**src/rtl/display_buf_pkg.sv**
```systemverilog
// Shared constants and helpers for the display scroll buffer.
package display_buf_pkg;

  localparam int unsigned DIGITS     = 4;
  localparam int unsigned NIBBLE_W   = 4;
  localparam logic [NIBBLE_W-1:0] PAD_NIBBLE = 4'h0;

  // Wrapping increment of a message index: the last valid index wraps to 0.
  function automatic int unsigned next_idx(input int unsigned idx, input int unsigned len);
    return (idx == len - 1) ? 0 : idx + 1;
  endfunction

endpackage

```
**src/rtl/scroll_tick_gen.sv**
```systemverilog
// Divide counter producing a one-cycle scroll tick every SCROLL_DIV clocks.
// hold freezes the count and masks the tick; clr restarts the count.
module scroll_tick_gen #(
  parameter int unsigned SCROLL_DIV = 25000000
) (
  input  logic clk,
  input  logic reset,
  input  logic clr,
  input  logic hold,
  output logic tick
);

  localparam int unsigned CNT_W = $clog2(SCROLL_DIV);
  localparam logic [CNT_W-1:0] LAST = CNT_W'(SCROLL_DIV - 1);

  logic [CNT_W-1:0] r_cnt;

  assign tick = !hold && (r_cnt == LAST);

  // Counter runs 0..SCROLL_DIV-1 and wraps; held while hold is high.
  always_ff @(posedge clk) begin
    if (reset || clr) begin
      r_cnt <= '0;
    end else if (!hold) begin
      r_cnt <= (r_cnt == LAST) ? '0 : r_cnt + 1'b1;
    end
  end

endmodule

```
**src/rtl/display_scroll_buffer.sv**
```systemverilog
// Nibble message buffer feeding a four-digit LED driver with a scrolling window.
// Optional feature macro: SCROLL_PAUSE_EN adds a pause input that freezes scrolling.
module display_scroll_buffer
  import display_buf_pkg::*;
#(
  parameter int unsigned DEPTH      = 16,
  parameter int unsigned SCROLL_DIV = 25000000
) (
  input  logic                     clk,
  input  logic                     reset,
  input  logic [7:0]               rx_data,
  input  logic                     rx_valid,
  output logic                     rx_ready,
  input  logic                     clear,
`ifdef SCROLL_PAUSE_EN
  input  logic                     pause,
`endif
  output logic [15:0]              signal_to_display,
  output logic [$clog2(DEPTH):0]   msg_len,
  output logic                     overflow
);

  localparam int unsigned IDX_W = $clog2(DEPTH);
  localparam int unsigned LEN_W = IDX_W + 1;

  logic [NIBBLE_W-1:0] r_buf [DEPTH];
  logic [LEN_W-1:0]    r_len;
  logic [IDX_W-1:0]    r_start;
  logic                r_ovf;
  logic [15:0]         r_disp;

  logic                w_ready;
  logic                w_wr;
  logic                w_tick;
  logic                w_hold;
  logic [IDX_W-1:0]    w_wr_idx0;
  logic [IDX_W-1:0]    w_wr_idx1;
  logic [LEN_W-1:0]    w_sum;
  logic [IDX_W-1:0]    w_rd_idx;
  logic [15:0]         w_win;

`ifdef SCROLL_PAUSE_EN
  assign w_hold = pause;
`else
  assign w_hold = 1'b0;
`endif

  assign w_ready   = (r_len <= LEN_W'(DEPTH - 2));
  assign w_wr      = rx_valid && w_ready && !clear;
  assign w_wr_idx0 = r_len[IDX_W-1:0];
  assign w_wr_idx1 = r_len[IDX_W-1:0] + 1'b1;

  scroll_tick_gen #(
    .SCROLL_DIV (SCROLL_DIV)
  ) u_tick (
    .clk   (clk),
    .reset (reset),
    .clr   (clear),
    .hold  (w_hold),
    .tick  (w_tick)
  );

  // Nibble RAM: high nibble of the byte lands first, no reset needed.
  always_ff @(posedge clk) begin
    if (w_wr) begin
      r_buf[w_wr_idx0] <= rx_data[7:4];
      r_buf[w_wr_idx1] <= rx_data[3:0];
    end
  end

  // Length, start pointer and sticky overflow; clear outranks write and tick.
  always_ff @(posedge clk) begin
    if (reset || clear) begin
      r_len   <= '0;
      r_start <= '0;
      r_ovf   <= 1'b0;
    end else begin
      if (w_wr) begin
        r_len <= r_len + LEN_W'(2);
      end
      if (rx_valid && !w_ready) begin
        r_ovf <= 1'b1;
      end
      // Wrap test uses the length before any same-cycle write.
      if (w_tick) begin
        if (r_len > LEN_W'(DIGITS)) begin
          r_start <= IDX_W'(next_idx(32'(r_start), 32'(r_len)));
        end else begin
          r_start <= '0;
        end
      end
    end
  end

  // Window mux: digit k reads buf[(start+k) mod len], padding past the end.
  always_comb begin
    w_win    = '0;
    w_sum    = '0;
    w_rd_idx = '0;
    for (int unsigned k = 0; k < DIGITS; k++) begin
      w_sum = LEN_W'(r_start) + LEN_W'(k);
      if (w_sum >= r_len) begin
        w_sum = w_sum - r_len;
      end
      w_rd_idx = w_sum[IDX_W-1:0];
      if (LEN_W'(k) < r_len) begin
        w_win[NIBBLE_W*(DIGITS-1-k) +: NIBBLE_W] = r_buf[w_rd_idx];
      end else begin
        w_win[NIBBLE_W*(DIGITS-1-k) +: NIBBLE_W] = PAD_NIBBLE;
      end
    end
  end

  // Output register for the LED driver.
  always_ff @(posedge clk) begin
    if (reset || clear) begin
      r_disp <= '0;
    end else begin
      r_disp <= w_win;
    end
  end

  assign rx_ready          = w_ready;
  assign signal_to_display = r_disp;
  assign msg_len           = r_len;
  assign overflow          = r_ovf;

endmodule

```
**config.mk**
```make
export PLATFORM = sky130hd
export DESIGN_NAME = display_scroll_buffer
export DESIGN_NICKNAME = d
export VERILOG_FILES = /design/src/rtl/display_buf_pkg.sv /design/src/rtl/scroll_tick_gen.sv /design/src/rtl/display_scroll_buffer.sv
export SDC_FILE = /design/constraint.sdc
export NUM_CORES = 1
export LEC_CHECK = 0
export CORE_UTILIZATION = 45
export CTS_CLUSTER_DIAMETER = 100
export CTS_CLUSTER_SIZE = 8
export DETAILED_ROUTE_END_ITERATION = 12
export SLEW_MARGIN = 5
export SYNTH_ARGS = -nofsm -noshare
export SYNTH_HDL_FRONTEND = slang
export SYNTH_SLANG_ARGS = --single-unit
export TNS_END_PERCENT = 30
```
**constraint.sdc**
```tcl
create_clock -name clk -period 5.4 [get_ports clk]
set_clock_uncertainty 0.05 [all_clocks]
set_input_delay 0.81 -clock clk [delete_from_list [all_inputs] [get_ports clk]]
set_output_delay 0.81 -clock clk [all_outputs]
set_load 0.01 [all_outputs]
```
==> impl_metrics.env, run 1 <==
export IMPL_p_leak_nw=2.79
export IMPL_ant_nets=0
export IMPL_n_antenna_cell=0
export IMPL_synthCells=691
export IMPL_yosys_cell_count_top_type="mux2i_1"
export IMPL_path_cells="clkinv_1, buf_4, ha_1, inv_1, ha_1, fa_1, nand2b_1, a21o_1, nand2_1, mux2i_2, mux2i_1, mux2i_1, o22ai_1"
export IMPL_ys_types=62
export IMPL_postCtsSetupBuffers=0
export IMPL_worstMarginPinSlew_ns=1.09
export IMPL_final_core_util_pct=53.2
export IMPL_grt_pass1_vias=5398
export IMPL_clk_latency_ns=0.42
export IMPL_slowest_stage="mux2i_2"
export IMPL_synth_edf_count=64
export IMPL_drc=0
export IMPL_drive_gt1_share_pct=8.77
export IMPL_path_class="flip-flop to flip-flop"
export IMPL_h_tree_depth=4
export IMPL_yosysTopAreaCell="edfxtp_1"
export IMPL_grt_overflow=0
export IMPL_start_util_pct=46.4
export IMPL_grt_usage_pct=25.1
export IMPL_ctsResizeCount=0
export IMPL_synth_commonest_cells="mux2i_1, nor2_1, edfxtp_1, nand2_1, dfxtp_1"
export IMPL_slew_headroom_pct=25.6
export IMPL_place_port_buffers=33
export IMPL_antenna_found_initial=0
export IMPL_fillCellCount=1344
export IMPL_hpwlAfterDp_um=14000
export IMPL_wl_met3_um=1240
export IMPL_power_density_mw_per_mm2=263
export IMPL_place_ws_ns=1.12
export IMPL_synth_seq_cells=114
export IMPL_via_count=5539
export IMPL_rows=45
export IMPL_syn_area_per_cell_um2=10.3
export IMPL_holdWs_ns=0.406
export IMPL_slew_viol_final=0
export IMPL_synth_seq_area_share_pct=41.1
export IMPL_cp_end_kind="flip-flop"
export IMPL_die_x_um=128
export IMPL_cts_root_buf="clkbuf_16"
export IMPL_setup_tns_ns=0
export IMPL_cp_max_fo=44
export IMPL_num_io_pins=35
export IMPL_drtIter0Drc=518
export IMPL_core_area_mm2=0.0153
export IMPL_grt_max_degree=50
export IMPL_cpPeakStageDelay_ns=0.84
export IMPL_die_area_mm2=0.0163
export IMPL_wl_met1_um=9100
export IMPL_critPathRequiredTime_ns=5.68
export IMPL_critPathArrivalTime_ns=4.64
export IMPL_syn_nets=729
export IMPL_fin_crit_ns=4.36
export IMPL_wl_met2_um=8630
export IMPL_hold_viol_final=0
export IMPL_area_growth_pct=14.6
export IMPL_cts_buffer_depth=2
export IMPL_gp_congestion=0.936
export IMPL_synthTopCellsByArea="edfxtp_1, mux2i_1, dfxtp_1, nor2_1, ha_1"
export IMPL_rsz0062_at_grt="no"
export IMPL_finalSetupViolCount=0
export IMPL_start_kind="flip-flop"
export IMPL_outcome="complete, no violations"
export IMPL_p_total_w=0.00214
export IMPL_nNetsFinal=755
export IMPL_first_pass_iters=5
export IMPL_cap_viol_max_count=0
export IMPL_synth_top_area_share_pct=27.1
export IMPL_synth_warnings=0
export IMPL_die_h_um=128
export IMPL_startpoint="r_start[0]"
export IMPL_period_share_pct=80.7
export IMPL_clkTransAtPathRegs_ns=0.06
export IMPL_grt_pass1_wl_um=30500
export IMPL_hold_path_class="flip-flop to flip-flop"
export IMPL_routed_wl_um=19400
export IMPL_synthFlopType="edfxtp_1"
export IMPL_ir_worst_vdd_mv=0.214
export IMPL_ys_async_sr_fraction_pct=0
export IMPL_hold_buffers=0
export IMPL_cts_tree="yes"
export IMPL_cts_buffers=17
export IMPL_rr_startpoint="r_start[0]"
export IMPL_wl_per_cell_um=20.7
export IMPL_syn_cell_area_mm2=0.00710
export IMPL_fmax_ghz=0.229
export IMPL_setup_slack_ns=1.04
export IMPL_routed_top_layer="met4"
export IMPL_min_delay_start="u_tick.r_cnt[0]"
export IMPL_vias_per_cell=5.89
export IMPL_cts_sinks=114
==> critical path, delay by kind of cell (launching register included) <==
| family | cells | cell delay (ns) |
|---|---|---|
| adders and majority gates | 3 | 1.07 |
| buffers and inverters | 3 | 0.51 |
| muxes | 3 | 1.21 |
| AOI/OAI and AO/OA | 2 | 0.40 |
| DFF | 1 | 0.71 |
| and+or+nand+nor | 2 | 0.32 |
==> power by group <==
group / internal (W) / switching (W) / leakage [nW]
sequential: 0.000923 / 0.00000573 / 0.982
combinational: 0.0000538 / 0.0000729 / 1.54
clock: 0.000673 / 0.000411 / 0.266
total: 0.00165 / 0.000490 / 2.79
==> final timing paths <==
check,end,slack (ns),depth (start not counted)
worst min register to register,u_tick.r_cnt[0],0.41,1
worst max-delay path,signal_to_display[11],1.04,13
worst max register to register,signal_to_display[11],1.04,13
worst min-delay path,u_tick.r_cnt[0],0.41,1
==> layout make-up <==
class	instances	area, um^2	share of cell area, %
timing repair buffer	38	368	4.52
inverter	17	63.8	0.784
clock inverter	14	139	1.71
clock buffer	18	429	5.27
tap	211	264	3.24
multi-input combinational	529	3950	48.5
sequential	114	2930	36.0
==> per-layer routing <==
layer,GRT usage (%),up-vias
met5,0,-
met4,10.8,0
met3,5.32,30
met2,37.3,190
met1,35.5,2719
li1,-,2600
==> layout by cell type (no fill, tap or decap), drive strengths merged, types with 15 or more instances in the layout <==
cell,count
ha,22
dfxtp,50
o21ai,15
nand2,57
edfxtp,64
mux2i,108
clkdlybuf4s50,33
xor2,22
a21oi,29
clkbuf,18
nor3,20
inv,17
nand3,35
nor2,77
==> sequential cells by signal, indices dropped and copies added (netlist names) <==
register           cells
overflow               1
r_buf                 64
msg_len                4
signal_to_display     16
r_start                4
u_tick.r_cnt          25
==> cell families (layout without fill, tap and decap cells) <==
family	after synthesis	count (layout)	share of synthesized area (%)
AOI/OAI and AO/OA	99	99	9.62
buffers and inverters	48	87	3.29
and+or+nand+nor	241	241	16.4
adders and majority gates	26	26	5.00
muxes	126	126	20.1
other	1	1	0.0528
xor gates and xnor gates	36	36	4.44
DFF	114	114	41.1
==> stage by stage <==
stage / cells / cell area, um^2
6_report: 941 / 8140
5_1_grt: 941 / 8140
4_1_cts: 941 / 8140
3_5_place_dp: 909 / 7570
3_3_place_gp: 909 / 7570
2_1_floorplan: 691 / 7100
(Power assumes the default switching activity.)
==> run 2, diff against run 1 <==
==> constraint.sdc (replaced) <==
create_clock -name clk -period 3.79 [get_ports clk]
set_clock_uncertainty 0.05 [all_clocks]
set_input_delay 0.5685 -clock clk [delete_from_list [all_inputs] [get_ports clk]]
set_output_delay 0.5685 -clock clk [all_outputs]
set_load 0.01 [all_outputs]
==> impl_metrics.env, run 2 (same netlist as run 1, synthesis figures left out) <==
export IMPL_dp_cells=929
export IMPL_h_tree_depth=4
export IMPL_rows=45
export IMPL_fillCellCount=1332
export IMPL_antenna_found_initial=0
export IMPL_slew_viol_final=0
export IMPL_critPathRequiredTime_ns=4.06
export IMPL_grt_usage_pct=26.0
export IMPL_setup_tns_ns=0
export IMPL_cts_tree="yes"
export IMPL_cts_buffers=17
export IMPL_hold_viol_final=0
export IMPL_clkTransAtPathRegs_ns=0.06
export IMPL_core_area_mm2=0.0153
export IMPL_cts_sinks=114
export IMPL_rsz0062_at_grt="no"
export IMPL_cap_viol_max_count=0
export IMPL_place_port_buffers=33
export IMPL_cp_end_kind="flip-flop"
export IMPL_grt_pass1_vias=5618
export IMPL_first_pass_iters=5
export IMPL_finalSetupViolCount=0
export IMPL_gp_congestion=0.921
export IMPL_worstMarginPinSlew_ns=0.935
export IMPL_cp_max_fo=12
export IMPL_outcome="complete, no violations"
export IMPL_path_class="flip-flop to flip-flop"
export IMPL_die_h_um=128
export IMPL_critPathArrivalTime_ns=3.85
export IMPL_grt_overflow=0
export IMPL_cts_root_buf="clkbuf_16"
export IMPL_area_growth_pct=17.3
export IMPL_p_leak_nw=2.92
export IMPL_n_antenna_cell=0
export IMPL_instances_no_fill=961
export IMPL_power_density_mw_per_mm2=376
export IMPL_grt_pass1_wl_um=31100
export IMPL_wl_per_cell_um=20.8
export IMPL_drive_gt1_share_pct=11.1
export IMPL_ir_worst_vdd_mv=0.389
export IMPL_final_common_cell="mux2i_1"
export IMPL_slew_headroom_pct=37.5
export IMPL_multi_input_comb_area_mm2=0.00395
export IMPL_regArea_mm2=0.00293
export IMPL_hpwlAfterDp_um=14800
export IMPL_layout_common_cells="mux2i_1, nor2_1, edfxtp_1"
export IMPL_num_io_pins=35
export IMPL_p_total_w=0.00313
export IMPL_fmax_ghz=0.279
export IMPL_drc=0
export IMPL_period_share_pct=94.5
export IMPL_start_kind="flip-flop"
export IMPL_die_x_um=128
export IMPL_top_register="r_buf"
export IMPL_holdWs_ns=0.402
export IMPL_die_area_mm2=0.0163
export IMPL_final_core_util_pct=54.4
export IMPL_drtIter0Drc=507
export IMPL_cts_buffer_depth=2
export IMPL_hold_path_class="flip-flop to flip-flop"
export IMPL_fin_crit_ns=3.58
export IMPL_vias_per_cell=5.89
export IMPL_start_util_pct=46.4
export IMPL_clk_latency_ns=0.42
export IMPL_ant_nets=0
export IMPL_grt_max_degree=55
export IMPL_routed_wl_um=20000
export IMPL_postCtsSetupBuffers=0
export IMPL_via_count=5665
export IMPL_nNetsFinal=775
export IMPL_largest_reg_flops=64
run 2: layout make-up:
| type | instances | share of cell area, % |
|---|---|---|
| Clock buffer | 19 | 5.32 |
| Clock inverter | 13 | 1.92 |
| Inverter | 17 | 0.766 |
| Multi-Input combinational cell | 529 | 47.4 |
| Sequential cell | 114 | 35.1 |
| Tap cell | 211 | 3.17 |
| Timing Repair Buffer | 58 | 6.26 |
run 2: repair_timing:
| action | CTS | global route |
|---|---|---|
| hold buffers | 0 | 0 |
| endpoints found under the setup margin | 0 | 2 |
| resized for setup | 0 | 1 |
run 2: worst paths after layout:
kind	start	endpoint	slack (ns)	cells past startpoint
setup reg to reg	r_start[2]	signal_to_display[7]	0.21	9
setup / recovery	r_start[2]	signal_to_display[7]	0.21	9
hold / removal	u_tick.r_cnt[0]	u_tick.r_cnt[0]	0.40	1
hold reg to reg	u_tick.r_cnt[0]	u_tick.r_cnt[0]	0.40	1
run 2: layer usage:
layer	GRT usage, %	up-vias	routed length [um]
met5	0	-	0
met4	9.62	0	499
met3	5.95	31	1180
met2	39.7	191	9050
met1	35.9	2809	9240
li1	-	2634	-
run 2: per-stage QoR:
step,setup WS [ns],cell area (um^2)
floorplan,0.0115,7110
global placement,0.293,7720
detailed placement,0.234,7720
CTS,0.213,8330
global route,0.00693,8330
finish,0.210,8330
run 2: report_power, final:
part | switching [W] | internal (W)
clock network | 0.000572 | 0.00105
registers | 0.00000508 | 0.00132
logic | 0.000111 | 0.0000809
total | 0.000688 | 0.00244
run 2: critical path, stage by stage (launching register included):
cell      delay (ns)
dfxtp_1         0.64
ha_1            0.33
xor2_1          0.35
ha_1            0.34
nand2b_1        0.13
a21oi_2         0.14
or2_1           0.39
o31ai_1         0.71
o211ai_1        0.21
o211ai_1        0.18
